$ cat src/rtl/jedro_1_alu_pkg.sv
// -----------------------------------------------------------------------------
// jedro_1_alu_pkg
// Shared definitions for the jedro_1 sequential ALU:
//   - ALU_OP_WIDTH and the ALU_OP_* opcode constants ({funct7[5], funct3})
//   - alu_state_e : FSM states of the sequential ALU
//   - shift_dir_e : direction select for the serial shifter
//   - is_shift_op : true for SLL / SRL / SRA
// -----------------------------------------------------------------------------
package jedro_1_alu_pkg;

  localparam int ALU_OP_WIDTH = 4;

  localparam logic [ALU_OP_WIDTH-1:0] ALU_OP_ADD  = 4'b0000;
  localparam logic [ALU_OP_WIDTH-1:0] ALU_OP_SUB  = 4'b1000;
  localparam logic [ALU_OP_WIDTH-1:0] ALU_OP_SLL  = 4'b0001;
  localparam logic [ALU_OP_WIDTH-1:0] ALU_OP_SLT  = 4'b0010;
  localparam logic [ALU_OP_WIDTH-1:0] ALU_OP_SLTU = 4'b0011;
  localparam logic [ALU_OP_WIDTH-1:0] ALU_OP_XOR  = 4'b0100;
  localparam logic [ALU_OP_WIDTH-1:0] ALU_OP_SRL  = 4'b0101;
  localparam logic [ALU_OP_WIDTH-1:0] ALU_OP_SRA  = 4'b1101;
  localparam logic [ALU_OP_WIDTH-1:0] ALU_OP_OR   = 4'b0110;
  localparam logic [ALU_OP_WIDTH-1:0] ALU_OP_AND  = 4'b0111;

  typedef enum logic [1:0] {
    IDLE  = 2'd0,
    SHIFT = 2'd1,
    DONE  = 2'd2
  } alu_state_e;

  typedef enum logic {
    SHIFT_LEFT  = 1'b0,
    SHIFT_RIGHT = 1'b1
  } shift_dir_e;

  function automatic logic is_shift_op(input logic [ALU_OP_WIDTH-1:0] op);
    return (op == ALU_OP_SLL) || (op == ALU_OP_SRL) || (op == ALU_OP_SRA);
  endfunction

endpackage

$ cat src/rtl/jedro_1_seq_alu_if.sv
// -----------------------------------------------------------------------------
// jedro_1_seq_alu_if
// Operand-side and result-side handshake bundle of the sequential ALU.
//   master : producer/consumer side (decode/operand-fetch and writeback)
//   slave  : the ALU itself
// Signals:
//   in_valid_i   operands and opcode valid
//   in_ready_o   ALU can accept an operation this cycle
//   alu_op_sel_i operation select
//   opa_i/opb_i  operands; shift amount is opb_i[$clog2(DATA_WIDTH)-1:0]
//   res_valid_o  res_o holds a completed result
//   res_ready_i  consumer accepts the result
//   res_o        registered result
//   busy_o       serial shift in progress
// -----------------------------------------------------------------------------
interface jedro_1_seq_alu_if
  import jedro_1_alu_pkg::*;
#(
  parameter int DATA_WIDTH = 32
) ();

  logic                    in_valid_i;
  logic                    in_ready_o;
  logic [ALU_OP_WIDTH-1:0] alu_op_sel_i;
  logic [DATA_WIDTH-1:0]   opa_i;
  logic [DATA_WIDTH-1:0]   opb_i;
  logic                    res_valid_o;
  logic                    res_ready_i;
  logic [DATA_WIDTH-1:0]   res_o;
  logic                    busy_o;

  modport master (
    output in_valid_i, alu_op_sel_i, opa_i, opb_i, res_ready_i,
    input  in_ready_o, res_valid_o, res_o, busy_o
  );

  modport slave (
    input  in_valid_i, alu_op_sel_i, opa_i, opb_i, res_ready_i,
    output in_ready_o, res_valid_o, res_o, busy_o
  );

endinterface

$ cat src/rtl/jedro_1_serial_shifter.sv
// -----------------------------------------------------------------------------
// jedro_1_serial_shifter
// Iterative shifter: shifts a loaded value by up to SHIFT_STEP bits per cycle
// until the loaded amount is consumed.
// Ports:
//   clk       rising-edge clock
//   load      capture data/amount/direction/arith (overrides any shift)
//   data      value to shift
//   amount    total shift distance
//   direction SHIFT_LEFT or SHIFT_RIGHT
//   arith     right shifts replicate data's sign bit
//   done      the current cycle performs the final step
//   result    value after the current cycle's step (valid with done)
// -----------------------------------------------------------------------------
module jedro_1_serial_shifter
  import jedro_1_alu_pkg::*;
#(
  parameter int DATA_WIDTH = 32,
  parameter int SHIFT_STEP = 1
) (
  input  logic                          clk,
  input  logic                          load,
  input  logic [DATA_WIDTH-1:0]         data,
  input  logic [$clog2(DATA_WIDTH)-1:0] amount,
  input  shift_dir_e                    direction,
  input  logic                          arith,
  output logic                          done,
  output logic [DATA_WIDTH-1:0]         result
);

  localparam int                AMT_W = $clog2(DATA_WIDTH);
  localparam logic [AMT_W-1:0]  STEP  = AMT_W'(SHIFT_STEP);

  logic [DATA_WIDTH-1:0]   value_q;
  logic [AMT_W-1:0]        remaining_q;
  logic                    sign_q;
  shift_dir_e              dir_q;
  logic [AMT_W-1:0]        step_amt;
  logic [2*DATA_WIDTH-1:0] right_wide;
  logic [DATA_WIDTH-1:0]   shifted;

  // The last step may be shorter than SHIFT_STEP.
  assign step_amt = (remaining_q < STEP) ? remaining_q : STEP;

  // The captured sign (zero for logical shifts) fills from the top on every
  // step, so SRA always replicates the original operand's sign bit.
  assign right_wide = {{DATA_WIDTH{sign_q}}, value_q} >> step_amt;
  assign shifted    = (dir_q == SHIFT_RIGHT) ? right_wide[DATA_WIDTH-1:0]
                                             : (value_q << step_amt);

  assign done   = (remaining_q <= STEP);
  assign result = shifted;

  // NOTE: pure datapath registers carry no reset; they are always written by
  // load before the controller looks at done/result.
  always_ff @(posedge clk) begin
    if (load) begin
      value_q     <= data;
      remaining_q <= amount;
      sign_q      <= arith & data[DATA_WIDTH-1];
      dir_q       <= direction;
    end else if (remaining_q != '0) begin
      value_q     <= shifted;
      remaining_q <= remaining_q - step_amt;
    end
  end

endmodule

$ cat src/rtl/jedro_1_seq_alu.sv
// -----------------------------------------------------------------------------
// jedro_1_seq_alu
// Multi-cycle execute-stage ALU with valid/ready on operand and result sides.
// Non-shift ops complete in one cycle; shifts go through the serial shifter
// (ceil(shamt/SHIFT_STEP)+1 cycles). The result is held until writeback takes
// it, and a new op may be accepted in the same cycle the old result leaves.
// Ports:
//   clk_i  rising-edge clock
//   rst_i  synchronous, active-high reset
//   bus    jedro_1_seq_alu_if.slave handshake/data bundle
// -----------------------------------------------------------------------------
module jedro_1_seq_alu
  import jedro_1_alu_pkg::*;
#(
  parameter int DATA_WIDTH = 32,
  parameter int SHIFT_STEP = 1
) (
  input  logic              clk_i,
  input  logic              rst_i,
  jedro_1_seq_alu_if.slave  bus
);

  localparam int AMT_W = $clog2(DATA_WIDTH);

  alu_state_e              state_q, state_d;
  logic [DATA_WIDTH-1:0]   res_q, res_d;
  logic                    res_load;
  logic                    in_ready;
  logic                    accept;

  logic [ALU_OP_WIDTH-1:0] op;
  logic [DATA_WIDTH-1:0]   opa, opb;
  logic [AMT_W-1:0]        shamt;
  logic                    launch_shift;

  logic                    is_sub;
  logic [DATA_WIDTH-1:0]   addend, sum, alu_result;

  logic                    sh_load, sh_done, sh_arith;
  shift_dir_e              sh_dir;
  logic [DATA_WIDTH-1:0]   sh_result;

  assign op    = bus.alu_op_sel_i;
  assign opa   = bus.opa_i;
  assign opb   = bus.opb_i;
  assign shamt = opb[AMT_W-1:0];

  assign in_ready = (state_q == IDLE) || ((state_q == DONE) && bus.res_ready_i);
  assign accept   = bus.in_valid_i && in_ready;

  // A zero-distance shift needs no iteration: alu_result already holds opa.
  assign launch_shift = is_shift_op(op) && (shamt != '0);

  // ---------------------------------------------------------------------------
  // Single-cycle datapath. SUB shares the adder as A + ~B + 1.
  // ---------------------------------------------------------------------------
  always_comb begin
    is_sub     = (op == ALU_OP_SUB);
    addend     = is_sub ? ~opb : opb;
    sum        = opa + addend + DATA_WIDTH'(is_sub);
    alu_result = '0;
    unique case (op)
      ALU_OP_ADD,
      ALU_OP_SUB:  alu_result = sum;
      ALU_OP_SLT:  alu_result = DATA_WIDTH'($signed(opa) < $signed(opb));
      ALU_OP_SLTU: alu_result = DATA_WIDTH'(opa < opb);
      ALU_OP_XOR:  alu_result = opa ^ opb;
      ALU_OP_OR:   alu_result = opa | opb;
      ALU_OP_AND:  alu_result = opa & opb;
      ALU_OP_SLL,
      ALU_OP_SRL,
      ALU_OP_SRA:  alu_result = opa;
      default:     alu_result = '0;
    endcase
  end

  assign sh_dir   = ((op == ALU_OP_SRL) || (op == ALU_OP_SRA)) ? SHIFT_RIGHT : SHIFT_LEFT;
  assign sh_arith = (op == ALU_OP_SRA);

  jedro_1_serial_shifter #(
    .DATA_WIDTH (DATA_WIDTH),
    .SHIFT_STEP (SHIFT_STEP)
  ) u_shifter (
    .clk       (clk_i),
    .load      (sh_load),
    .data      (opa),
    .amount    (shamt),
    .direction (sh_dir),
    .arith     (sh_arith),
    .done      (sh_done),
    .result    (sh_result)
  );

  // ---------------------------------------------------------------------------
  // FSM next-state / result-load logic
  // ---------------------------------------------------------------------------
  // NOTE: every signal written here gets a default first, so no path can leave
  // one unassigned and infer a latch.
  always_comb begin
    state_d  = state_q;
    res_d    = res_q;
    res_load = 1'b0;
    sh_load  = 1'b0;

    unique case (state_q)
      IDLE:    ;
      SHIFT: begin
        if (sh_done) begin
          res_d    = sh_result;
          res_load = 1'b1;
          state_d  = DONE;
        end
      end
      DONE: begin
        if (bus.res_ready_i) state_d = IDLE;
      end
      default: state_d = IDLE;
    endcase

    // accept is only possible from IDLE or from a DONE that is being drained,
    // so it overrides the per-state decision above.
    if (accept) begin
      if (launch_shift) begin
        sh_load = 1'b1;
        state_d = SHIFT;
      end else begin
        res_d    = alu_result;
        res_load = 1'b1;
        state_d  = DONE;
      end
    end
  end

  // NOTE: state registers use non-blocking assignments so every flop samples
  // the pre-edge values, independent of block evaluation order.
  always_ff @(posedge clk_i) begin
    if (rst_i) begin
      state_q <= IDLE;
      res_q   <= '0;
    end else begin
      state_q <= state_d;
      if (res_load) res_q <= res_d;
    end
  end

  assign bus.in_ready_o  = in_ready;
  assign bus.res_valid_o = (state_q == DONE);
  assign bus.res_o       = res_q;
  assign bus.busy_o      = (state_q == SHIFT);

endmodule

$ cat src/flat_wrapper.sv
// flat-port wrapper written by rule: the top's interface ports become plain ports
module jedro_1_seq_alu_flat import jedro_1_alu_pkg::*;
#(
  parameter int DATA_WIDTH = 32,
  parameter int SHIFT_STEP = 1
)
  (clk_i, rst_i, bus_in_valid_i, bus_alu_op_sel_i, bus_opa_i, bus_opb_i, bus_res_ready_i, bus_in_ready_o, bus_res_valid_o, bus_res_o, bus_busy_o);
  jedro_1_seq_alu_if #(.DATA_WIDTH(DATA_WIDTH)) bus_i ();
  input  logic clk_i;
  input  logic rst_i;
  input wire logic [$bits(bus_i.in_valid_i)-1:0] bus_in_valid_i;
  input wire logic [$bits(bus_i.alu_op_sel_i)-1:0] bus_alu_op_sel_i;
  input wire logic [$bits(bus_i.opa_i)-1:0] bus_opa_i;
  input wire logic [$bits(bus_i.opb_i)-1:0] bus_opb_i;
  input wire logic [$bits(bus_i.res_ready_i)-1:0] bus_res_ready_i;
  output wire logic [$bits(bus_i.in_ready_o)-1:0] bus_in_ready_o;
  output wire logic [$bits(bus_i.res_valid_o)-1:0] bus_res_valid_o;
  output wire logic [$bits(bus_i.res_o)-1:0] bus_res_o;
  output wire logic [$bits(bus_i.busy_o)-1:0] bus_busy_o;
  assign bus_i.in_valid_i = bus_in_valid_i;
  assign bus_i.alu_op_sel_i = bus_alu_op_sel_i;
  assign bus_i.opa_i = bus_opa_i;
  assign bus_i.opb_i = bus_opb_i;
  assign bus_i.res_ready_i = bus_res_ready_i;
  assign bus_in_ready_o = bus_i.in_ready_o;
  assign bus_res_valid_o = bus_i.res_valid_o;
  assign bus_res_o = bus_i.res_o;
  assign bus_busy_o = bus_i.busy_o;
  jedro_1_seq_alu #(.DATA_WIDTH(DATA_WIDTH), .SHIFT_STEP(SHIFT_STEP)) u_core (.clk_i(clk_i), .rst_i(rst_i), .bus(bus_i));
endmodule
$ cat config.mk
export PLATFORM = sky130hd
export DESIGN_NAME = jedro_1_seq_alu_flat
export DESIGN_NICKNAME = d
export VERILOG_FILES = /design/src/rtl/jedro_1_alu_pkg.sv /design/src/rtl/jedro_1_seq_alu_if.sv /design/src/rtl/jedro_1_serial_shifter.sv /design/src/rtl/jedro_1_seq_alu.sv /design/src/flat_wrapper.sv
export SDC_FILE = /design/constraint.sdc
export NUM_CORES = 1
export LEC_CHECK = 0
export CAP_MARGIN = 40
export CELL_PAD_IN_SITES_DETAIL_PLACEMENT = 1
export CELL_PAD_IN_SITES_GLOBAL_PLACEMENT = 1
export CORE_MARGIN = 4
export CORE_UTILIZATION = 25
export CTS_BUF_LIST = sky130_fd_sc_hd__clkbuf_16
export DETAILED_ROUTE_END_ITERATION = 12
export GPL_ROUTABILITY_DRIVEN = 1
export PLACE_DENSITY_LB_ADDON = 0.1
export REMOVE_ABC_BUFFERS = 1
export SETUP_SLACK_MARGIN = 0.1
export SLEW_MARGIN = 10
export SYNTH_ARGS = -nofsm -noshare
export SYNTH_HDL_FRONTEND = slang
export SYNTH_SLANG_ARGS = --single-unit
$ cat constraint.sdc
create_clock -name clk_i -period 4.3 [get_ports clk_i]
set_input_delay 0.86 -clock clk_i [delete_from_list [all_inputs] [get_ports clk_i]]
set_output_delay 0.86 -clock clk_i [all_outputs]
set_load 0.02 [all_outputs]
==> results of run 1 <==
kinds of logic after synthesis:
kind of cell	synth area share (%)
buffers and inverters	6.503
xor gates and xnor gates	5.820
DFF	21.97
muxes	4.469
and+or+nand+nor	15.17
AOI/OAI and AO/OA	25.92
adders and majority gates	20.13
path summary, 6_finish.rpt:
| kind | start | to | slack, ns | cells after the start |
|---|---|---|---|---|
| worst max-delay path | bus_alu_op_sel_i[0] | u_core.bus.res_o[27]$_SDFFE_PP0P_ | 0.21 | 14 |
| worst min-delay path | u_core.bus.res_o[7]$_SDFFE_PP0P_ | u_core.bus.res_o[7]$_SDFFE_PP0P_ | 0.50 | 2 |
| worst max register to register | u_core.u_shifter.remaining_q[1]$_DFFE_PP_ | u_core.bus.res_o[11]$_SDFFE_PP0P_ | 1.24 | 9 |
| worst min register to register | u_core.bus.res_o[7]$_SDFFE_PP0P_ | u_core.bus.res_o[7]$_SDFFE_PP0P_ | 0.50 | 2 |
layout by cell type (no fill, tap or decap), types with 12 or more instances in the layout:
| cell | netlist | routed |
|---|---|---|
| a21o_1 | 12 | 12 |
| a21oi_1 | 98 | 93 |
| a222oi_1 | 36 | 36 |
| buf_4 | 0 | 140 |
| clkdlybuf4s50_1 | 0 | 103 |
| dfxtp_1 | 34 | 34 |
| edfxtp_1 | 39 | 39 |
| ha_1 | 134 | 133 |
| inv_1 | 89 | 91 |
| mux2i_1 | 32 | 32 |
| nand2_1 | 95 | 95 |
| nand3_1 | 15 | 15 |
| nor2_1 | 68 | 67 |
| nor2b_1 | 13 | 13 |
| nor3_1 | 16 | 15 |
| o21ai_0 | 103 | 102 |
| o21bai_1 | 13 | 13 |
| xnor2_1 | 46 | 44 |
worst min-delay path, stage by stage (launching register included):
cell	delay [ns]
dfxtp_1	0.31
nor2_1	0.10
nor3_1	0.04
sequential cells by signal, summed over array words and instances (netlist names):
| register | flops |
|---|---|
| u_core.u_shifter.remaining_q | 5 |
| u_core.u_shifter.sign_q | 1 |
| u_core.u_shifter.dir_q | 1 |
| u_core.u_shifter.value_q | 32 |
| u_core.bus.res_o | 32 |
| u_core.state_q | 2 |
cell type report:
cell class | count | area [um^2] | share of cell area (%)
Clock buffer | 10 | 250.2 | 2.204
Clock inverter | 6 | 25.02 | 0.2204
Inverter | 89 | 334.1 | 2.942
Multi-Input combinational cell | 833 | 6130 | 53.99
Sequential cell | 73 | 1852 | 16.31
Tap cell | 442 | 553.0 | 4.871
Timing Repair Buffer | 251 | 2210 | 19.46
routing by layer:
layer  vias to the layer above  routed length (um)  GRT usage, %
met4                         0                 385         3.425
met2                       154               17110         33.38
met5                         -                   0             0
li1                       4249                   -             -
met1                      4328               17970         27.48
met3                        24                1125         2.308
power breakdown:
part / switching, W / total, W / internal, W
clock: 0.000344 / 0.000761 / 0.000417
combinational: 0.000929 / 0.00165 / 0.000717
sequential: 0.000200 / 0.00122 / 0.00102
what timing repair did:
action	4_1_cts	5_1_grt
pin swaps	0	12
setup buffers	0	7
hold buffers	0	0
gates resized for setup	2	22
setup endpoints to repair	21	18
gates cloned	0	1
stage by stage:
| stage | util (%) | setup TNS [ns] | hold slack, ns | cell area (um^2) |
|---|---|---|---|---|
| floorplan | - | -20.38 | 0.5609 | 8213 |
| global placement | 33.14 | -6.706 | 0.4930 | 10890 |
| detailed placement | 33.15 | -8.351 | 0.4908 | 10900 |
| CTS | 34.01 | 0 | 0.5039 | 11180 |
| global route | 34.54 | 0 | 0.5366 | 11350 |
| finish | 34.54 | 0 | 0.4959 | 11350 |
==> flow_summary.yaml, run 1 <==
critical_path:
  crit_path_max_fanout: 5
  critPathKind: "in2reg"
  slowest_delay_ns: 0.61
  worstSetupEndpointType: "flop"
  required_ns: 4.55
  cp_data_arrival_time_ns: 4.34
  crit_chain: "clkdlybuf4s50_1, or4b_4, xnor2_2, buf_4, buf_4, ha_1, inv_1, o31ai_4, a21o_4, nand3_4, a2111oi_4, nor3_2, o2111a_1, or3_1"
  crit_slowest_cell: "or4b_4"
  worstSetupStartpointType: "input pin"
  crit_family: "simple AND/OR/NAND/NOR gates"
  crit_top_cell: "buf_4"
  path_buf_inv: 4
synthesis:
  synth_cell_type_count: 64
  seq_area_frac_synth_pct: 21.97
  synth.top_cells.by_count: "ha_1, o21ai_0, a21oi_1"
  yosysTopAreaCellShare_pct: 19.90
  syn_area_um2: 8427
  synth_area_leader_cell: "ha_1"
  yosys_warnings: 0
  synth_edf_count: 39
  yosys_register_bits: 73
  yosysMostFrequentCell: "ha_1"
  syn_inst: 1051
  syn_area_per_cell_um2: 8.018
  async_flop_share_pct: 0
  synth_top_flop_cell: "edfxtp_1"
  synthTopCellsByArea: "ha_1, edfxtp_1, dfxtp_1"
cts:
  cts_buffers: 9
  tritoncts: "done"
  root_buffer: "clkbuf_16"
  clk_pin_slew_worst_paths_ns: 0.07
  clock_path_buffers: 2
  htreeDepth: 3
  clkLatencyLatePin_ns: 0.37
  cts_sinks: 73
routing:
  drt_iter0_drc: 507
  wl_per_cell_um: 21.47
  routed_via_density: 5.138
  finalWirelength_um: 36590
  num_vias: 8755
  ant_nets: 0
  drt_first_pass_iters: 5
  drc_errors: 0
timing:
  hold_viol: 0
  skew_ns: 0.01154
  fmax_mhz: 244.3
  maxSlewHeadroom_pct: 45.93
  period_needed_ns: 4.094
  max_slew.worst_pin.slew_ns: 0.8110
  finalSetupViolCount: 0
  layout_setup_ws_ns: 0.2065
  grt_setup_unrepaired: "true"
  fin_crit_sh_pct: 95.20
  slew_viol_final: 0
global_routing:
  antenna_found_initial: 0
  grt_start_max_net_pins: 37
  grt_pass1_wl_um: 55730
  grt_pass1_vias: 9169
  grt_use_total_pct: 19.74
  grt_overflow_total: 0
pwr:
  p_leak_nw: 4.974
  finalPower_w: 0.003630
  vdd_ir_drop_max_mv: 0.2229
  p_per_area_nw_per_um2: 319.7
floorplanning:
  initial_core_util_pct: 25.64
  ios: 107
  die_x_um: 191.6
  die_h_um: 191.6
  die_area_um2: 36710
  core-area_um2: 32870
  rows: 66
placement:
  gp_congestion: 0.8654
  pre_cts_ws_ns: -0.4766
  dp.final_hpwl_um: 29210
  post-place-cells: 1680
  io_buffer_count: 106
finish:
  area_growth_pct: 34.73
  diodes: 0
  nets: 1464
  final_cell_count_no_fill: 1704
  layout-drive-gt1-share_pct: 14.90
  fillCellCount: 4007
job:
  drv_cap: 0
status:
  status: "finished, final reports clean"
hold_path:
  hold_path_class: "reg2reg"
No activity file was read; power rests on OpenSTA's default activity.
==> inputs of run 2 (changes only) <==
ABC_AREA = 1   (was default)
==> flow_summary.yaml, run 2 <==
global_routing:
  grt_use_total_pct: 19.87
  grt_start_max_net_pins: 43
  grt_overflow_total: 0
  grt_pass1_wl_um: 58200
  grt_pass1_vias: 9356
  antenna_found_initial: 0
critical_path:
  crit_top_cell: "nand2_1"
  crit_path_max_fanout: 11
  crit_chain: "clkdlybuf4s50_1, inv_2, nor2_4, nand2_2, buf_12, xor2_1, ha_1, a21oi_1, nand2_1, a21oi_1, nand2_2, nand2_1, nand2_1, nand2_1, nand2_1, o21ai_0, buf_4, a21oi_1, nor2_1"
  cp_data_arrival_time_ns: 4.20
  slowest_delay_ns: 0.57
  crit_start: "bus_alu_op_sel_i[3]"
  worstSetupEndpointType: "flop"
  crit_family: "buffers and inverters"
  r2r_end: "u_core.bus.res_o[1]$_SDFFE_PP0P_"
  rrSetupSlack_ns: 1.42
  required_ns: 4.58
  r2r_start: "u_core.state_q[1]$_SDFFE_PP0P_"
  critPathKind: "in2reg"
  crit_slowest_cell: "clkdlybuf4s50_1"
  r2r_cells: 9
  path_buf_inv: 4
  path_depth: 19
  worstSetupStartpointType: "input pin"
synthesis:
  seq_area_frac_synth_pct: 21.32
  synth_area_leader_cell: "ha_1"
  synth_top_flop_cell: "edfxtp_1"
  yosysMostFrequentCell: "nand2_1"
  synth.top_cells.by_count: "nand2_1, inv_1, ha_1"
  muxShareOfSynthArea_pct: 0.5763
  yosysTopAreaCellShare_pct: 19.31
  syn_inst: 1265
  syn_area_per_cell_um2: 6.865
  synth_cell_type_count: 49
  yosys_register_bits: 73
  syn_area_um2: 8685
  synthTopCellsByArea: "ha_1, edfxtp_1, nand2_1"
  synthAdderAreaFrac_pct: 19.54
  yosys_warnings: 0
  synth_edf_count: 39
  async_flop_share_pct: 0
  synth_xor_xnor_area_share_pct: 3.731
  yosys.area_share.simple_pct: 22.00
  synth_top_family_by_area: "compound AO/OA/AOI/OAI gates"
  synth_compound_area_share_pct: 23.04
finish:
  diodes: 0
  stdcell_area_um2: 10840
  area_growth_pct: 24.85
  layout-drive-gt1-share_pct: 6.902
  layout_common_cells: "nand2_1, inv_1, ha_1"
  final_common_cell: "nand2_1"
  nets: 1593
routing:
  drt_iter0_drc: 558
  ant_nets: 0
  finalWirelength_um: 38730
  wl_per_cell_um: 21.06
  drt_first_pass_iters: 5
  num_vias: 9142
  routed_via_density: 4.971
  drc_errors: 0
timing:
  skew_ns: 0.009476
  period_needed_ns: 3.920
  grt_setup_unrepaired: "false"
  layout_setup_ws_ns: 0.3804
  hold_viol: 0
  slew_viol_final: 0
  max_slew.worst_pin.slew_ns: 0.7282
  finalSetupViolCount: 0
  fin_crit_sh_pct: 91.15
  maxSlewHeadroom_pct: 51.46
  hold_ws_ns: 0.4934
  fmax_mhz: 255.1
status:
  status: "finished, final reports clean"
cts:
  cts_setup_buffers: 0
  cts_buffers: 9
  htreeDepth: 3
  cts.repair.resized: 0
  root_buffer: "clkbuf_16"
  postCtsHoldBufs: 0
  tritoncts: "done"
  clock_path_buffers: 2
  cts_sinks: 73
  clk_pin_slew_worst_paths_ns: 0.06
  clkLatencyLatePin_ns: 0.35
hold_path:
  hold_path_class: "reg2reg"
  min_from: "u_core.bus.res_o[4]$_SDFFE_PP0P_"
  min_to: "u_core.bus.res_o[4]$_SDFFE_PP0P_"
  hold_depth: 2
floorplanning:
  initial_core_util_pct: 25.64
  core-area_um2: 33870
  die_h_um: 194.4
  ios: 107
  die_area_um2: 37780
  die_x_um: 194.4
  rows: 67
placement:
  postPlaceCellArea_um2: 10490
  gp_congestion: 0.8736
  dp.final_hpwl_um: 31660
  io_buffer_count: 106
  pre_cts_ws_ns: 0.07914
pwr:
  p_per_area_nw_per_um2: 325.7
  p_leak_nw: 4.810
  vdd_ir_drop_max_mv: 0.1710
job:
  drv_cap: 0
run 2: where the power goes:
group	switching, W	internal, W
logic	0.000952	0.000544
clock network	0.000328	0.000575
registers	0.000129	0.00100
run 2: cell families after synthesis:
family,count (synthesis)
adder cells (fa/ha/maj),135
flip-flops,73
buffers and inverters,213
AO/OA/AOI/OAI,339
AND/OR/NAND/NOR,463
multiplexers,5
XOR/XNOR,37
run 2: per-layer routing:
layer | GRT usage (%) | vias to the layer above | share of wire, %
met4 | 3.568 | 0 | 1.1
li1 | - | 4515 | -
met2 | 31.71 | 180 | 45
met5 | 0 | - | 0
met1 | 29.40 | 4426 | 51
met3 | 1.991 | 21 | 3.2
run 2: worst max-delay path by stage:
stage	to	slack, ns
final	u_core.bus.res_o[19]$_SDFFE_PP0P_	0.38
after global routing	u_core.bus.res_o[28]$_SDFFE_PP0P_	0.12
after CTS	u_core.bus.res_o[19]$_SDFFE_PP0P_	0.42
after detailed placement	u_core.bus.res_o[19]$_SDFFE_PP0P_	0.08
after global placement	u_core.bus.res_o[19]$_SDFFE_PP0P_	-0.02
after floorplan	u_core.u_shifter.remaining_q[0]$_DFFE_PP_	0.02
run 2: per-stage QoR:
stage          instances  total power (W)   TNS, ns  util, %
6_report            1839         0.003531         0    32.02
5_1_grt             1839         0.003791         0    32.02
4_1_cts             1839         0.003559         0    32.02
3_5_place_dp        1823         0.002648         0    30.98
3_3_place_gp        1823         0.002628  -0.01675    30.98
2_1_floorplan       1218         0.002017         0        -
run 2: area by class of cell:
type,count,area (um^2)
Clock inverter,5,73.82
Timing Repair Buffer,157,1469
Tap cell,448,560.5
Inverter,166,623.1
Sequential cell,73,1852
Fill cell,4224,23020
Clock buffer,11,275.3
Multi-Input combinational cell,979,5989
run 2: tightest hold or removal path, stage by stage, from the launching register on:
cell and delay [ns]:
dfxtp_1 0.31, nand2_1 0.06, a31oi_1 0.07
